[config.mk]
export PLATFORM = sky130hd
export DESIGN_NAME = dmem_port_arbiter_flat
export DESIGN_NICKNAME = d
export VERILOG_FILES = /design/src/rtl/dmem_pkg.sv /design/src/rtl/dmem_port_arbiter_if.sv /design/src/rtl/dmem_align_check.sv /design/src/rtl/dmem_port_arbiter.sv /design/src/flat_wrapper.sv
export SDC_FILE = /design/constraint.sdc
export NUM_CORES = 1
export LEC_CHECK = 0
export CAP_MARGIN = 20
export CORE_AREA = 2 2 236 238
export DETAILED_ROUTE_END_ITERATION = 10
export DIE_AREA = 0 0 238 240
export DONT_BUFFER_PORTS = 1
export REMOVE_ABC_BUFFERS = 1
export SLEW_MARGIN = 40
export SYNTH_ARGS = -nofsm -noshare
export SYNTH_HDL_FRONTEND = slang
export SYNTH_SLANG_ARGS = --single-unit
[constraint.sdc]
create_clock -name clk -period 2.8 [get_ports clk]
set_input_delay 0.7 -clock clk [delete_from_list [all_inputs] [get_ports clk]]
set_output_delay 0.7 -clock clk [all_outputs]
set_load 0.05 [all_outputs]
[src/rtl/dmem_pkg.sv]
// Shared definitions for the data-memory port arbiter and its helpers:
// RV64I load/store func3 codes, FSM and owner encodings, and the hold-register layout.
package dmem_pkg;

    localparam logic [2:0] F3_B  = 3'b000;
    localparam logic [2:0] F3_H  = 3'b001;
    localparam logic [2:0] F3_W  = 3'b010;
    localparam logic [2:0] F3_D  = 3'b011;
    localparam logic [2:0] F3_BU = 3'b100;
    localparam logic [2:0] F3_HU = 3'b101;
    localparam logic [2:0] F3_WU = 3'b110;

    typedef enum logic {
        IDLE = 1'b0,
        BUSY = 1'b1
    } state_e;

    typedef enum logic {
        OWNER_CPU = 1'b0,
        OWNER_DMA = 1'b1
    } owner_e;

    // Everything the BUSY cycle needs to finish the access without the requester.
    typedef struct packed {
        owner_e      owner;
        logic        we;
        logic [63:0] addr;
        logic [63:0] wdata;
        logic [2:0]  func3;
        logic        err;
    } hold_t;

endpackage

[src/rtl/dmem_port_arbiter_if.sv]
// One requester-side data-memory port: request fields from the requester,
// grant/completion/result back from the arbiter.
interface dmem_port_arbiter_if;

    logic        req;
    logic        we;
    logic [63:0] addr;
    logic [63:0] wdata;
    logic [2:0]  func3;
    logic        gnt;
    logic        done;
    logic        err;
    logic [63:0] rdata;

    modport master (
        output req, we, addr, wdata, func3,
        input  gnt, done, err, rdata
    );

    modport slave (
        input  req, we, addr, wdata, func3,
        output gnt, done, err, rdata
    );

endinterface

[src/rtl/dmem_align_check.sv]
// Flags RV64I loads/stores that are illegal (bad func3) or not naturally aligned.
// Purely combinational so any memory-side block can reuse it.
module dmem_align_check
    import dmem_pkg::*;
(
    input  logic       we_i,
    input  logic [2:0] func3_i,
    input  logic [2:0] addr_i,
    output logic       err_o
);

    logic illegal;
    logic misaligned;

    // Stores only have signed-size encodings; 3'b111 is never a valid access.
    always_comb begin
        illegal    = 1'b0;
        misaligned = 1'b0;

        if (func3_i == 3'b111) begin
            illegal = 1'b1;
        end else if (we_i && (func3_i == F3_BU || func3_i == F3_HU || func3_i == F3_WU)) begin
            illegal = 1'b1;
        end

        case (func3_i)
            F3_B, F3_BU: misaligned = 1'b0;
            F3_H, F3_HU: misaligned = addr_i[0];
            F3_W, F3_WU: misaligned = (addr_i[1:0] != 2'b00);
            F3_D:        misaligned = (addr_i != 3'b000);
            default:     misaligned = 1'b0;
        endcase

        err_o = illegal | misaligned;
    end

endmodule

[src/rtl/dmem_port_arbiter.sv]
// Two-requester front end for dmem_top: CPU-priority arbitration with DMA
// anti-starvation, alignment rejection and the grant/BUSY two-cycle access sequence.
module dmem_port_arbiter
    import dmem_pkg::*;
#(
    parameter int unsigned STARVE_MAX = 4
) (
    input  logic               clk,
    input  logic               rst,
    dmem_port_arbiter_if.slave cpu,
    dmem_port_arbiter_if.slave dma,
    output logic               mem_we,
    output logic               mem_re,
    output logic [63:0]        mem_addr,
    output logic [63:0]        mem_wdata,
    output logic [2:0]         mem_func3,
    input  logic [63:0]        mem_rdata
);

    localparam logic [3:0] STARVE_LIM = 4'(STARVE_MAX);

    state_e      state_q, state_d;
    logic [3:0]  starve_q, starve_d;
    hold_t       hold_q, hold_d;
    logic [63:0] cpu_rdata_q, cpu_rdata_d;
    logic [63:0] dma_rdata_q, dma_rdata_d;

    logic        cpu_gnt, dma_gnt, grant, busy, dma_force;
    logic        g_we, g_err;
    logic [63:0] g_addr, g_wdata;
    logic [2:0]  g_func3;
    logic        held_load_ok;

    // DMA wins only when the CPU is idle or the CPU has used up its starve allowance.
    always_comb begin
        busy      = (state_q == BUSY) && !rst;
        dma_force = dma.req && (starve_q == STARVE_LIM);
        cpu_gnt   = (state_q == IDLE) && !rst && cpu.req && !dma_force;
        dma_gnt   = (state_q == IDLE) && !rst && dma.req && (!cpu.req || dma_force);
        grant     = cpu_gnt | dma_gnt;

        g_we      = cpu.we;
        g_addr    = cpu.addr;
        g_wdata   = cpu.wdata;
        g_func3   = cpu.func3;
        if (dma_gnt) begin
            g_we    = dma.we;
            g_addr  = dma.addr;
            g_wdata = dma.wdata;
            g_func3 = dma.func3;
        end
    end

    dmem_align_check u_align_check (
        .we_i    (g_we),
        .func3_i (g_func3),
        .addr_i  (g_addr[2:0]),
        .err_o   (g_err)
    );

    always_comb begin
        state_d      = state_q;
        starve_d     = starve_q;
        hold_d       = hold_q;
        cpu_rdata_d  = cpu_rdata_q;
        dma_rdata_d  = dma_rdata_q;
        held_load_ok = !hold_q.we && !hold_q.err;

        mem_we    = grant && g_we && !g_err;
        mem_re    = busy && held_load_ok;
        mem_addr  = hold_q.addr;
        mem_wdata = hold_q.wdata;
        mem_func3 = hold_q.func3;

        if (rst) begin
            mem_addr  = '0;
            mem_wdata = '0;
            mem_func3 = '0;
        end else if (grant) begin
            mem_addr  = g_addr;
            mem_wdata = g_wdata;
            mem_func3 = g_func3;
        end

        case (state_q)
            IDLE: begin
                if (grant) begin
                    hold_d.owner = dma_gnt ? OWNER_DMA : OWNER_CPU;
                    hold_d.we    = g_we;
                    hold_d.addr  = g_addr;
                    hold_d.wdata = g_wdata;
                    hold_d.func3 = g_func3;
                    hold_d.err   = g_err;
                    state_d      = BUSY;
                end
            end
            BUSY: begin
                state_d = IDLE;
                if (held_load_ok && hold_q.owner == OWNER_CPU) begin
                    cpu_rdata_d = mem_rdata;
                end
                if (held_load_ok && hold_q.owner == OWNER_DMA) begin
                    dma_rdata_d = mem_rdata;
                end
            end
            default: state_d = IDLE;
        endcase

        // Counts CPU wins against a waiting DMA; any DMA idle cycle forgives the debt.
        if (!dma.req || dma_gnt) begin
            starve_d = '0;
        end else if (cpu_gnt && starve_q < STARVE_LIM) begin
            starve_d = starve_q + 4'd1;
        end
    end

    always_ff @(posedge clk) begin
        if (rst) begin
            state_q     <= IDLE;
            starve_q    <= '0;
            hold_q      <= '0;
            cpu_rdata_q <= '0;
            dma_rdata_q <= '0;
        end else begin
            state_q     <= state_d;
            starve_q    <= starve_d;
            hold_q      <= hold_d;
            cpu_rdata_q <= cpu_rdata_d;
            dma_rdata_q <= dma_rdata_d;
        end
    end

    assign cpu.gnt   = cpu_gnt;
    assign dma.gnt   = dma_gnt;
    assign cpu.done  = busy && (hold_q.owner == OWNER_CPU);
    assign dma.done  = busy && (hold_q.owner == OWNER_DMA);
    assign cpu.err   = busy && (hold_q.owner == OWNER_CPU) && hold_q.err;
    assign dma.err   = busy && (hold_q.owner == OWNER_DMA) && hold_q.err;
    assign cpu.rdata = cpu_rdata_q;
    assign dma.rdata = dma_rdata_q;

endmodule

[src/flat_wrapper.sv]
// flat-port wrapper written by rule: the top's interface ports become plain ports
module dmem_port_arbiter_flat import dmem_pkg::*;
#(
    parameter int unsigned STARVE_MAX = 4
)
  (clk, rst, mem_we, mem_re, mem_addr, mem_wdata, mem_func3, mem_rdata, cpu_req, cpu_we, cpu_addr, cpu_wdata, cpu_func3, cpu_gnt, cpu_done, cpu_err, cpu_rdata, dma_req, dma_we, dma_addr, dma_wdata, dma_func3, dma_gnt, dma_done, dma_err, dma_rdata);
  dmem_port_arbiter_if cpu_i ();
  dmem_port_arbiter_if dma_i ();
  input  logic clk;
  input  logic rst;
  output logic mem_we;
  output logic mem_re;
  output logic [63:0] mem_addr;
  output logic [63:0] mem_wdata;
  output logic [2:0] mem_func3;
  input  logic [63:0] mem_rdata;
  input wire logic [$bits(cpu_i.req)-1:0] cpu_req;
  input wire logic [$bits(cpu_i.we)-1:0] cpu_we;
  input wire logic [$bits(cpu_i.addr)-1:0] cpu_addr;
  input wire logic [$bits(cpu_i.wdata)-1:0] cpu_wdata;
  input wire logic [$bits(cpu_i.func3)-1:0] cpu_func3;
  output wire logic [$bits(cpu_i.gnt)-1:0] cpu_gnt;
  output wire logic [$bits(cpu_i.done)-1:0] cpu_done;
  output wire logic [$bits(cpu_i.err)-1:0] cpu_err;
  output wire logic [$bits(cpu_i.rdata)-1:0] cpu_rdata;
  input wire logic [$bits(dma_i.req)-1:0] dma_req;
  input wire logic [$bits(dma_i.we)-1:0] dma_we;
  input wire logic [$bits(dma_i.addr)-1:0] dma_addr;
  input wire logic [$bits(dma_i.wdata)-1:0] dma_wdata;
  input wire logic [$bits(dma_i.func3)-1:0] dma_func3;
  output wire logic [$bits(dma_i.gnt)-1:0] dma_gnt;
  output wire logic [$bits(dma_i.done)-1:0] dma_done;
  output wire logic [$bits(dma_i.err)-1:0] dma_err;
  output wire logic [$bits(dma_i.rdata)-1:0] dma_rdata;
  assign cpu_i.req = cpu_req;
  assign cpu_i.we = cpu_we;
  assign cpu_i.addr = cpu_addr;
  assign cpu_i.wdata = cpu_wdata;
  assign cpu_i.func3 = cpu_func3;
  assign cpu_gnt = cpu_i.gnt;
  assign cpu_done = cpu_i.done;
  assign cpu_err = cpu_i.err;
  assign cpu_rdata = cpu_i.rdata;
  assign dma_i.req = dma_req;
  assign dma_i.we = dma_we;
  assign dma_i.addr = dma_addr;
  assign dma_i.wdata = dma_wdata;
  assign dma_i.func3 = dma_func3;
  assign dma_gnt = dma_i.gnt;
  assign dma_done = dma_i.done;
  assign dma_err = dma_i.err;
  assign dma_rdata = dma_i.rdata;
  dmem_port_arbiter #(.STARVE_MAX(STARVE_MAX)) u_core (.clk(clk), .rst(rst), .cpu(cpu_i), .dma(dma_i), .mem_we(mem_we), .mem_re(mem_re), .mem_addr(mem_addr), .mem_wdata(mem_wdata), .mem_func3(mem_func3), .mem_rdata(mem_rdata));
endmodule
# After elaboration in Yosys (flattened, before gate mapping)
# Index checks and enable logic that the tools add are counted.
word_totals:
  word_cells: 78
  input_bits: 332
  out_inout_bits: 267
  register_bits: 267
op_classes:
  reduce_logical: 38
  mux: 16
  magnitude_cmp: 1
  n_eq_ne: 8
  addsub: 1
  bitwise_logic: 4
ops:
  columns: ["operator", "n"]
  rows:
  - ["$mux 64", 6]
  - ["$logic_and 1x1->1", 19]
  - ["$eq 3x3->1 const B", 4]
  - ["$mux 3", 3]
  - ["$logic_not 1->1", 7]
  - ["$eq 3x2->1 const B", 2]
  - ["$reduce_and 2->1", 3]
  - ["$reduce_or 2->1", 3]
  - ["$mux 1", 5]
  - ["$add 4x1->4 const B", 1]
  - ["$eq 4x3->1 const B", 1]
  - ["$logic_or 1x1->1", 4]
  - ["$lt 4x3->1 const B", 1]
  - ["$eq 3x1->1 const B", 1]
  - ["$pmux 1 s3", 1]
  - ["$reduce_bool 3->1", 1]
  - ["$not 1->1", 2]
  - ["$or 1x1->1", 2]
  - ["$pmux 1 s2", 1]
  - ["$reduce_bool 2->1", 1]

# Longest topological paths before layout
depth:
  ltp_word: 14
  mapped_depth: 10
  depth_no_buf: 7

# By module
# A second synthesis with hierarchy kept.
unflattened:
  hier_cells: 1352
  area_unflattened_um2: 11738.8
by_module_without_submodules:
  columns: ["mod", "n_inst", "seq_area_each_um2", "cells_each", "area_per_inst_um2"]
  rows:
  - ["dmem_port_arbiter", 1, 5345.1, 1348, 11706.2]
  - ["dmem_align_check", 1, 0.0, 4, 32.5]

# Worst setup path before layout
# Ideal clock, no wire load.
synth_path:
  path_kind: "input-to-output"
  from: "input rst"
  to: "output mem_addr[54]"
  cell_stages: 8
  n_path_buf: 3
  arrival_ps: 2950
  path_slack_ps: -850
  required_ps: 2100
  cell_sequence: "buf_2 or2_4 a211o_1 buf_2 clkinv_2 buf_2 nand2_1 a31oi_1"
synth_via:
  elab_chain_len: 7
  elab_cells_between_ends: 10
  cone_classes: "mux (3); bitwise (1); reduce/logical (6)"
synth_lines:
  columns: ["item", "line", "text"]
  rows:
  - ["start: declaration", "flat_wrapper.sv:10", "input logic rst;"]
  - ["$logic_not 1->1 (*)", "dmem_port_arbiter.sv:39", "dma_gnt = (state_q == IDLE) && !rst && dma.req && (!cpu.req || dma_force);"]
  - ["$logic_and 1x1->1 (*) (3 in a row)", "dmem_port_arbiter.sv:39", null]
  - ["net dma_gnt", "flat_wrapper.sv:31", "output wire logic [$bits(dma_i.gnt)-1:0] dma_gnt;"]
  - ["$mux 64 or $or 1x1->1 (tied branches)", "dmem_port_arbiter.sv:46, dmem_port_arbiter.sv:40", null]
  - ["$mux 64 (*)", "dmem_port_arbiter.sv:79", "end else if (grant) begin"]
  - ["$mux 64 (*)", "dmem_port_arbiter.sv:75", "if (rst) begin"]
  - ["end: declaration", "flat_wrapper.sv:13", "output logic [63:0] mem_addr;"]
# Mark *: on every way through the listed nets, which the timed path passes. The rest lies on a longest branch.

# Worst setup path after layout
layout_path:
  from: "register u_core.starve_q[0]"
  to: "output mem_addr[34]"
layout_via:
  elab_chain_len: 7
  elab_cells_between_ends: 10
  cone_classes: "eq/ne (1); mux (3); bitwise (1); reduce/logical (5)"
layout_lines:
  columns: ["item", "line", "text"]
  rows:
  - ["start: declaration", "dmem_port_arbiter.sv:23", "logic [3:0] starve_q, starve_d;"]
  - ["start signal: assignment", "dmem_port_arbiter.sv:126", "starve_q <= starve_d;"]
  - ["$eq 4x3->1 (*)", "dmem_port_arbiter.sv:37", "dma_force = dma.req && (starve_q == STARVE_LIM);"]
  - ["$logic_and 1x1->1 (*)", "dmem_port_arbiter.sv:37", null]
  - ["$logic_or 1x1->1 or $logic_not 1->1 (tied branches)", "dmem_port_arbiter.sv:39, dmem_port_arbiter.sv:38", null]
  - ["$logic_and 1x1->1, on equally long branches", "dmem_port_arbiter.sv:39, dmem_port_arbiter.sv:38", null]
  - ["$mux 64 or $or 1x1->1 (tied branches)", "dmem_port_arbiter.sv:46, dmem_port_arbiter.sv:40", null]
  - ["$mux 64 (*)", "dmem_port_arbiter.sv:79", null]
  - ["$mux 64 (*)", "dmem_port_arbiter.sv:75", null]
# Every way passes the cells marked *; elsewhere a longest branch is shown, timed or not.

==> impl_metrics.py <==
metrics = {
    "worst_hold_path": {
        "hold-path-cell-count": 1,
        "hold_class": "input port to flip-flop",
    },
    "worst_setup_path": {
        "slowest_delay_ns": 0.42,
        "critPathKind": "flip-flop to output pin",
        "critPathArrivalTime_ns": 2.66,
        "worstSetupEndpointType": "output pin",
        "crit_path_cell_trace": "inv_2, ha_4, nand4b_1, a211o_4, inv_12, buf_12, buf_12, clkbuf_16, nand2_2, a31oi_1, buf_4",
        "crit_top_cell": "buf_12",
        "slowest_stage": "a211o_4",
        "worst_ep_required_time_ns": 2.10,
        "start_kind": "flip-flop",
        "crit_cells": 11,
        "cp_num_buf_inv": 6,
        "reg2regPathDepth": 12,
        "worstPathMaxFanout": 6,
        "critPathTopFamily": "buffers and inverters",
    },
    "final_layout": {
        "num-fill-cells": 5407,
        "layout-drive-gt1-share_pct": 39.27,
        "nets": 2169,
        "area_growth_pct": 71.31,
    },
    "yosys": {
        "ys_types": 35,
        "synthFlopType": "dfxtp_1",
        "synth.most_common_cell": "nand2_1",
        "yosys.area.top_type_share_pct": 47.57,
        "synth_area_sq_um": 11240,
        "synth_edf_count": 0,
        "avgSynthCellArea_sq_um": 7.511,
        "yosysTopAreaCell": "dfxtp_1",
        "synth_warnings": 0,
        "ys_seq_area_share_pct": 47.57,
        "synth_cells": 1496,
        "synth_commonest_cells": "513 x nand2_1, 267 x dfxtp_1, 260 x a31oi_1",
        "ys_seq_elements": 267,
        "ys_top_cells_by_area": "dfxtp_1 48%, nand2_1 17%, a31oi_1 14%",
        "async_flop_share_pct": 0,
    },
    "timing": {
        "relSlewSlack_pct": 48.73,
        "timing.fmax_mhz": 297.7,
        "fin_crit_ns": 3.359,
        "fin_setup_tns_ns": -59.98,
        "hold_viol": 0,
        "setup_ws_ns": -0.5588,
        "final.period_utilization_pct": 120.0,
        "worst_pin_slew_ns": 0.7691,
        "fin_skew_ns": 0.02111,
        "final_max_slew_viol_count": 0,
        "rsz0062_at_grt": "true",
        "setup_viol": 133,
    },
    "place": {
        "hpwl_um": 38850,
        "io_buffers": 0,
        "gp_congestion": 0.9030,
    },
    "clocking": {
        "cts.sinks": 267,
        "clock-root-buffer": "clkbuf_16",
        "clk_pin_slew_worst_paths_ns": 0.06,
        "htreeDepth": 1,
        "clk_path_buf_depth": 3,
        "cts_tree": "yes",
        "cts_made_buffers": 30,
        "insertion_delay_ns": 0.59,
    },
    "global_route": {
        "grt_pass1_wl_um": 71200,
        "grt_usage_pct": 16.26,
        "gr-total-overflow": 0,
        "grt_max_degree": 135,
        "antenna_found_initial": 3,
        "grt_pass1_vias": 11840,
    },
    "power_and_ir_drop": {
        "power_mw": 11.21,
        "p_per_area_nw_per_um2": 582.3,
        "ir_drop_mv": 0.4319,
        "power.leakage_nw": 7.257,
    },
    "die": {
        "start_util_pct": 20.56,
        "fp.dieW_um": 238,
        "coreArea_sq_um": 54660,
        "dieArea_sq_um": 57120,
        "num_io_pins": 599,
        "die_y_um": 240,
        "num_rows": 86,
    },
    "detailed_routing": {
        "vias": 12962,
        "avgViaCountPerCell": 5.059,
        "drt-wirelength-per-cell_um": 22.79,
        "first_iter_violations": 580,
        "routed_wl_um": 58390,
        "drcViolationCount": 0,
        "first_pass_iters": 5,
        "antenna_left": 0,
    },
    "run": {
        "drv_cap": 0,
    },
    "run_status": {
        "violations": "setup timing",
        "outcome": "complete, but fails checks",
    },
}
[logic make-up (layout without fill, tap and decap cells)]
kind of cell             count (synthesis)  in the layout  share of synthesized area, %
AO/OA/AOI/OAI                          539            539                         27.27
XOR/XNOR                                 1              1                       0.07796
adder cells (fa/ha/maj)                  2              2                        0.2227
buffers and inverters                  137            495                         5.712
flip-flops                             267            267                         47.57
multiplexers                             3              3                        0.2784
other                                    0              4                             0
AND/OR/NAND/NOR                        547            547                         18.87
[per-layer routing]
| metal | up-vias | routed length, um | share of wire (%) | track usage (%) |
|---|---|---|---|---|
| met5 | - | 0 | 0 | 0 |
| met4 | 0 | 4300 | 7.4 | 10.25 |
| met3 | 138 | 5518 | 9.4 | 5.431 |
| met2 | 684 | 28400 | 49 | 28.73 |
| met1 | 6181 | 20170 | 35 | 16.56 |
| li1 | 5959 | - | - | - |
[worst register-to-register path, stage by stage (launching register included)]
cell	delay [ns]
dfxtp_2	0.32
inv_2	0.06
ha_4	0.12
nand4b_1	0.14
a211o_4	0.42
inv_12	0.12
buf_12	0.12
buf_12	0.09
clkbuf_16	0.19
nand2_8	0.07
buf_4	0.13
buf_4	0.12
a31oi_1	0.15
[layout by cell type, fill, tap and decap left out, drive strengths merged]
cell type / n
diode: 4
a211oi: 1
nand3b: 1
nand2: 523
mux2: 1
or2: 2
clkinv: 6
o21ai: 137
nor2: 10
mux2i: 2
bufinv: 3
o21a: 2
a21oi: 133
and3: 3
buf: 411
a211o: 4
xnor2: 1
nand4b: 1
a31oi: 260
nor4: 2
clkbuf: 66
bufbuf: 1
inv: 8
nor3: 2
dfxtp: 267
o311a: 1
ha: 2
nand3: 2
and2: 1
a2111oi: 1
[state kept, by name, summed over array words and instances (netlist names)]
| register | cells |
|---|---|
| u_core.hold_q | 134 |
| u_core.cpu.rdata | 64 |
| u_core.dma.rdata | 64 |
| u_core.starve_q | 4 |
| u_core.state_q | 1 |
[through the flow]
stage / cell area, sq um / utilization, % / hold WS (ns) / worst slack (ns) / cells
after global placement: 15170 / 27.75 / 0.4303 / -0.3929 / 2443
after floorplan: 10630 / - / 0.4164 / -8.598 / 1367
final: 19250 / 35.22 / 0.2001 / -0.5588 / 2562
after detailed placement: 15170 / 27.75 / 0.4361 / -0.4312 / 2443
after CTS: 16640 / 30.44 / 0.1559 / -0.5863 / 2497
after global routing: 19250 / 35.22 / 0.1804 / -0.6602 / 2562
[cell type report]
cell class | instances | area, sq um | area share [%]
repair buffers | 435 | 4917 | 25.54
repair inverters | 1 | 16.27 | 0.08450
flip-flops and latches | 267 | 5348 | 27.78
diodes | 4 | 10.01 | 0.05200
clock buffers | 43 | 870.8 | 4.524
well taps | 704 | 880.8 | 4.576
inverters | 8 | 45.04 | 0.2340
multi-input cells | 1092 | 7047 | 36.61
clock inverters | 8 | 115.1 | 0.5980
[where the power goes]
| part | leakage [nW] | internal (mW) | switching [mW] |
|---|---|---|---|
| registers | 2.19 | 4.03 | 0.346 |
| clock network | 0.488 | 2.41 | 1.65 |
| logic | 4.58 | 1.11 | 1.67 |
[path summary, 6_finish.rpt]
check	start	end	slack [ns]
max	u_core.starve_q[0]	mem_addr[34]	-0.56
min	rst	u_core.cpu.rdata[5]	0.20
max reg2reg	u_core.starve_q[0]	u_core.hold_q[37]	0.67
min reg2reg	u_core.starve_q[3]	u_core.starve_q[3]	0.45
[repair_timing]
item / in CTS / in global routing
pin swaps: 23 / 87
resized for setup: 79 / 412
setup endpoints to repair: 133 / 133
hold buffers: 0 / 0
setup buffers: 1 / 29
gates cloned: 2 / 32
No activity file was read; power rests on OpenSTA's default activity.
